==> src/rtl/debounced_counter_pkg.sv <==
// Shared constants and helpers for the debounced button counter.
// Covers channel indices, count modes, counter actions and prescaler sizing.
package debounced_counter_pkg;

   localparam int CH_UP  = 0;
   localparam int CH_DN  = 1;
   localparam int CH_CLR = 2;
   localparam int NUM_CH = 3;

   localparam int MODE_WRAP = 0;
   localparam int MODE_SAT  = 1;

   typedef enum logic [1:0] {
      ACT_NONE = 2'd0,
      ACT_CLR  = 2'd1,
      ACT_UP   = 2'd2,
      ACT_DN   = 2'd3
   } cnt_action_e;

   // Width of a counter running 0..clk_div-1; never narrower than one bit.
   function automatic int prescale_width(input int clk_div);
      return (clk_div > 1) ? $clog2(clk_div) : 1;
   endfunction

endpackage

==> src/rtl/db_filter.sv <==
// One button channel: 2-flop synchroniser, tick-sampled hysteresis debouncer,
// and a single-cycle press pulse on each debounced rising edge.
module db_filter #(
   parameter int DB_LEN = 7
) (
   input  logic MHz,
   input  logic rst_n,
   input  logic i_btn,
   input  logic i_tick,
   output logic o_db,
   output logic o_press
);

   logic [1:0]        r_sync;
   logic [DB_LEN-2:0] r_shreg;
   logic              r_db;
   logic              r_db_q;
   logic [DB_LEN-1:0] w_window;
   logic              w_db_nxt;

   // The window is the newest sample plus the retained history, i.e. the
   // DB_LEN most recent samples once this tick has shifted in.
   assign w_window = {r_shreg, r_sync[1]};

   // Hysteresis decision: only an all-ones or all-zeros window moves db.
   always_comb begin
      w_db_nxt = r_db;
      if (i_tick) begin
         if (&w_window) begin
            w_db_nxt = 1'b1;
         end else if (~|w_window) begin
            w_db_nxt = 1'b0;
         end else begin
            w_db_nxt = r_db;
         end
      end else begin
         w_db_nxt = r_db;
      end
   end

   // Synchroniser for the asynchronous raw button.
   always_ff @(posedge MHz or negedge rst_n) begin
      if (!rst_n) begin
         r_sync <= 2'b00;
      end else begin
         r_sync <= {r_sync[0], i_btn};
      end
   end

   // Sample history advances on ticks only.
   always_ff @(posedge MHz or negedge rst_n) begin
      if (!rst_n) begin
         r_shreg <= '0;
      end else if (i_tick) begin
         r_shreg <= w_window[DB_LEN-2:0];
      end
   end

   // Debounced state and its one-cycle delayed copy for edge detection.
   always_ff @(posedge MHz or negedge rst_n) begin
      if (!rst_n) begin
         r_db   <= 1'b0;
         r_db_q <= 1'b0;
      end else begin
         r_db   <= w_db_nxt;
         r_db_q <= r_db;
      end
   end

   assign o_db    = r_db;
   assign o_press = r_db & ~r_db_q;

endmodule

==> src/rtl/debounced_counter.sv <==
// Debounced up/down/clear counter: shared sample-tick prescaler, three
// db_filter channels, prioritised wrap/saturate counter, wrap pulse and led.
module debounced_counter
   import debounced_counter_pkg::*;
#(
   parameter int CLK_DIV  = 5000,
   parameter int DB_LEN   = 7,
   parameter int WIDTH    = 3,
   parameter int MAX      = 7,
   parameter int SATURATE = 0
) (
   input  logic             MHz,
   input  logic             rst_n,
   input  logic             btn_up,
   input  logic             btn_dn,
   input  logic             btn_clr,
   output logic [WIDTH-1:0] counter,
   output logic             wrap,
   output logic             led
);

   localparam int               PW       = prescale_width(CLK_DIV);
   localparam logic [PW-1:0]    PRE_LAST = PW'(CLK_DIV - 1);
   localparam logic [WIDTH-1:0] CNT_MAX  = WIDTH'(MAX);
   localparam bit               SAT_EN   = (SATURATE != MODE_WRAP);

   logic [PW-1:0]     r_prescale;
   logic              w_tick;
   logic [NUM_CH-1:0] w_btn;
   logic [NUM_CH-1:0] w_db;
   logic [NUM_CH-1:0] w_press;
   cnt_action_e       w_action;
   logic [WIDTH-1:0]  w_cnt_nxt;
   logic              w_wrap_nxt;
   logic [WIDTH-1:0]  r_counter;
   logic              r_wrap;
   logic              r_led;

   assign w_tick = (r_prescale == PRE_LAST);

   // Free-running sample prescaler, 0..CLK_DIV-1.
   always_ff @(posedge MHz or negedge rst_n) begin
      if (!rst_n) begin
         r_prescale <= '0;
      end else if (w_tick) begin
         r_prescale <= '0;
      end else begin
         r_prescale <= r_prescale + PW'(1);
      end
   end

   assign w_btn[CH_UP]  = btn_up;
   assign w_btn[CH_DN]  = btn_dn;
   assign w_btn[CH_CLR] = btn_clr;

   for (genvar g = 0; g < NUM_CH; g++) begin : g_ch
      db_filter #(
         .DB_LEN (DB_LEN)
      ) u_db_filter (
         .MHz     (MHz),
         .rst_n   (rst_n),
         .i_btn   (w_btn[g]),
         .i_tick  (w_tick),
         .o_db    (w_db[g]),
         .o_press (w_press[g])
      );
   end

   // Resolve same-cycle presses: clear wins, up+down cancel out.
   always_comb begin
      w_action = ACT_NONE;
      if (w_press[CH_CLR]) begin
         w_action = ACT_CLR;
      end else if (w_press[CH_UP] && w_press[CH_DN]) begin
         w_action = ACT_NONE;
      end else if (w_press[CH_UP]) begin
         w_action = ACT_UP;
      end else if (w_press[CH_DN]) begin
         w_action = ACT_DN;
      end else begin
         w_action = ACT_NONE;
      end
   end

   // Next count; terminal values are compared first so the range stays 0..MAX.
   always_comb begin
      w_cnt_nxt  = r_counter;
      w_wrap_nxt = 1'b0;
      case (w_action)
         ACT_CLR: begin
            w_cnt_nxt = '0;
         end
         ACT_UP: begin
            if (r_counter == CNT_MAX) begin
               if (SAT_EN) begin
                  w_cnt_nxt = r_counter;
               end else begin
                  w_cnt_nxt  = '0;
                  w_wrap_nxt = 1'b1;
               end
            end else begin
               w_cnt_nxt = r_counter + WIDTH'(1);
            end
         end
         ACT_DN: begin
            if (r_counter == '0) begin
               if (SAT_EN) begin
                  w_cnt_nxt = r_counter;
               end else begin
                  w_cnt_nxt  = CNT_MAX;
                  w_wrap_nxt = 1'b1;
               end
            end else begin
               w_cnt_nxt = r_counter - WIDTH'(1);
            end
         end
         default: begin
            w_cnt_nxt = r_counter;
         end
      endcase
   end

   // Registered count, wrap pulse and led.
   always_ff @(posedge MHz or negedge rst_n) begin
      if (!rst_n) begin
         r_counter <= '0;
         r_wrap    <= 1'b0;
         r_led     <= 1'b0;
      end else begin
         r_counter <= w_cnt_nxt;
         r_wrap    <= w_wrap_nxt;
         r_led     <= |w_db;
      end
   end

   assign counter = r_counter;
   assign wrap    = r_wrap;
   assign led     = r_led;

endmodule

==> config.mk <==
export PLATFORM = sky130hd
export DESIGN_NAME = debounced_counter
export DESIGN_NICKNAME = d
export VERILOG_FILES = /design/src/rtl/debounced_counter_pkg.sv /design/src/rtl/db_filter.sv /design/src/rtl/debounced_counter.sv
export SDC_FILE = /design/constraint.sdc
export NUM_CORES = 1
export LEC_CHECK = 0
export BUFFER_PORTS_ARGS = -buffer_cell sky130_fd_sc_hd__buf_2
export CAP_MARGIN = 20
export CORE_ASPECT_RATIO = 0.7
export CORE_MARGIN = 2
export CORE_UTILIZATION = 60
export CTS_CLUSTER_DIAMETER = 150
export DETAILED_ROUTE_END_ITERATION = 10
export HOLD_SLACK_MARGIN = 0.02
export PLACE_DENSITY = 0.78
export SLEW_MARGIN = 20
export SYNTH_ARGS = -nofsm -noshare
export SYNTH_HDL_FRONTEND = slang
export SYNTH_SLANG_ARGS = --single-unit
export TNS_END_PERCENT = 5
==> constraint.sdc <==
create_clock -name MHz -period 2.2 [get_ports MHz]
set_input_delay 0.44 -clock MHz [delete_from_list [all_inputs] [get_ports MHz]]
set_output_delay 0.44 -clock MHz [all_outputs]
set_load 0.01 [all_outputs]
==> metrics <==
status=completed; Initial Util=65.0%; vias per cell=5.64; layout cells sized above 1=22.4%; CTS tree=built; register bit total from synthesis=48; number of port buffers=9; RSZ-0062 raised after global routing=no; clock latency at the later pin of the worst-skew pair=0.30 ns; largest net degree at the start of global routing=31; Req. time, crit path=2.39 ns; Data arrival, critical path=1.87 ns; Primary FF master, synth=dfrtp_1; WL met2=1.45 mm; Die Wd=75.0 um; Synth Cell Area=2110 um^2; Post-synth EDFFs=0; Num CTS Buffers=5; Cells after Synth=160; initial antenna violation count=0; CTS sink count=48; Tot Pwr=1.41 mW; highest net fanout along the worst path=30; GRT overflow=0; Netlist cell types=34; setup bufs post-CTS=0; minimum clock period=1.68 ns; Setup-failing EPs final=0; die area=4020 um^2; actual slew at the worst max-slew pin=0.528 ns; Place WS=0.545 ns; setup ws final=0.523 ns; Final Max Tran Viols=0; # IOs=10; Worst setup SP type=flop; Seq/Total Area, Yosys=56.8%; worst-case hold slack=0.107 ns; asr flop ratio synth=100%; CP endpoint kind=flop; Net count, final=185; Leakage=1.13 nW; drt wl/cell=15.0 um; max_cap viols=0; row count=17; hold-fix buffers at CTS=0; HPWL after detailed placement=2.35 mm; Fin Setup TNS=0 ns; WL final=3.32 mm; Slew Limit Headroom=64.8%; Pre-antenna DRT Iters=4; first-pass GRT wire length=5.74 mm; gpl congestion=0.866; Hold WC Path Type=in -> async; Max rail drop VDD=0.424 mV; DR iter-0 viols=46; Peak Freq=0.596 GHz; area grow syn2layout=8.99%; Fin. Hold Viols=0; Top Layer Used=met4; CTS H-Tree Depth=2; cts repair resizes=0; final period utilization=76.2%; Final ANT Viol Nets=0; Core Util, Final=70.8%; Crit Path Category=reg -> reg; Avg Inst Size Synth=13.2 um^2; root buffer cell=clkbuf_8; Post-Syn Nets=171; Power Density=611 nW/um^2; Clk pin slew, worst setup/hold paths=0.09 ns; CTS Buffer Depth=2; via count=1246; Core Region=3250 um^2; aggregate global-route resource usage=20.6%; YS warnings=0; met3 routed WL=105 um; met1 wire length=1.71 mm; # diodes=0; Layout Skew=0.00810 ns; vias in the first global route=1226; DRC violations left=0; Die H=53.7 um
-- layout make-up --
| type | count | area, um^2 |
|---|---|---|
| Timing Repair Buffer | 11 | 85.1 |
| Fill cell | 231 | 950 |
| Clock buffer | 6 | 72.6 |
| Inverter | 3 | 11.3 |
| Sequential cell | 48 | 1200 |
| Multi-Input combinational cell | 105 | 871 |
| Clock inverter | 1 | 5.00 |
| Tap cell | 47 | 58.8 |
-- sequential cells by signal, summed over array words and instances (netlist names) --
name                      count
wrap                          1
g_ch.u_db_filter.r_shreg     18
r_prescale                   13
g_ch.u_db_filter.r_db_q       3
led                           1
g_ch.u_db_filter.o_db         3
g_ch.u_db_filter.r_sync       6
counter                       3
-- synthesized netlist by cell type (2+ instances only) --
master | n | area (um^2)
xor2_1 | 3 | 26.3
nand2b_1 | 2 | 12.5
mux2_4 | 18 | 270
nor3_1 | 4 | 20.0
buf_6 | 2 | 22.5
inv_1 | 3 | 11.3
xnor2_1 | 6 | 52.6
a21boi_0 | 2 | 15.0
nor4_1 | 3 | 18.8
o21ai_0 | 4 | 20.0
nand3_1 | 8 | 40.0
o31ai_1 | 4 | 30.0
nor2b_1 | 4 | 25.0
nand4_1 | 5 | 31.3
o22a_1 | 2 | 17.5
and4_1 | 2 | 17.5
and4bb_2 | 2 | 25.0
a211oi_1 | 3 | 22.5
dfrtp_1 | 48 | 1200
nor2_1 | 4 | 15.0
ha_1 | 6 | 75.1
nand2_1 | 9 | 33.8
and2_1 | 5 | 31.3
-- logic make-up after synthesis --
family                   after synthesis  synth area share, %
adder cells (fa/ha/maj)                6                 3.55
AND/OR/NAND/NOR                       53                 14.8
XOR/XNOR                               9                 3.73
buffers and inverters                  7                 2.01
flip-flops                            48                 56.8
multiplexers                          19                 13.3
AO/OA/AOI/OAI                         18                 5.86
-- path summary, 6_finish.rpt --
check | startpoint | endpoint | slack, ns | cells past startpoint
worst max register to register | r_prescale[0] | g_ch[1].u_db_filter.r_shreg[0] | 0.52 | 5
max in group asynchronous | rst_n | g_ch[2].u_db_filter.r_shreg[5] | 1.58 | 2
worst min register to register | g_ch[1].u_db_filter.r_sync[0] | g_ch[1].u_db_filter.r_sync[1] | 0.36 | 0
worst min-delay path | rst_n | g_ch[1].u_db_filter.r_sync[0] | 0.11 | 1
min in group MHz | btn_up | g_ch[0].u_db_filter.r_sync[0] | 0.24 | 1
worst max-delay path | r_prescale[0] | g_ch[1].u_db_filter.r_shreg[0] | 0.52 | 5
-- placed cells by master, fill, tap and decap left out, types with 5 or more instances in the layout --
| cell | n |
|---|---|
| xnor2_1 | 6 |
| nand2_1 | 9 |
| nand4_1 | 5 |
| clkbuf_8 | 5 |
| buf_2 | 9 |
| and2_1 | 5 |
| ha_1 | 6 |
| dfrtp_1 | 48 |
| nand3_1 | 8 |
| mux2_4 | 18 |
-- metrics by stage --
stage / std cells / instance area, um^2
3_5_place_dp: 214 / 2230
4_1_cts: 221 / 2300
2_1_floorplan: 160 / 2110
6_report: 221 / 2300
5_1_grt: 221 / 2300
3_3_place_gp: 214 / 2230
-- where the power goes --
group	switching, mW	total [mW]	internal (mW)	leakage, nW
logic	0.0185	0.0257	0.00720	0.448
clock network	0.276	0.492	0.216	0.0410
registers	0.00330	0.890	0.887	0.642
total	0.298	1.41	1.11	1.13
-- per-layer routing --
metal / vias up / global-route usage (%)
li1: 605 / -
met1: 616 / 28.3
met2: 18 / 28.5
met5: - / 0
met4: 0 / 9.82
met3: 7 / 8.24
-- critical path: stages, from the launching register on --
cell,delay (ns)
dfrtp_1,0.42
ha_1,0.26
and4bb_1,0.25
nand3_2,0.10
buf_12,0.21
mux2_4,0.32
Note: power is estimated with default switching activity, not from simulation.
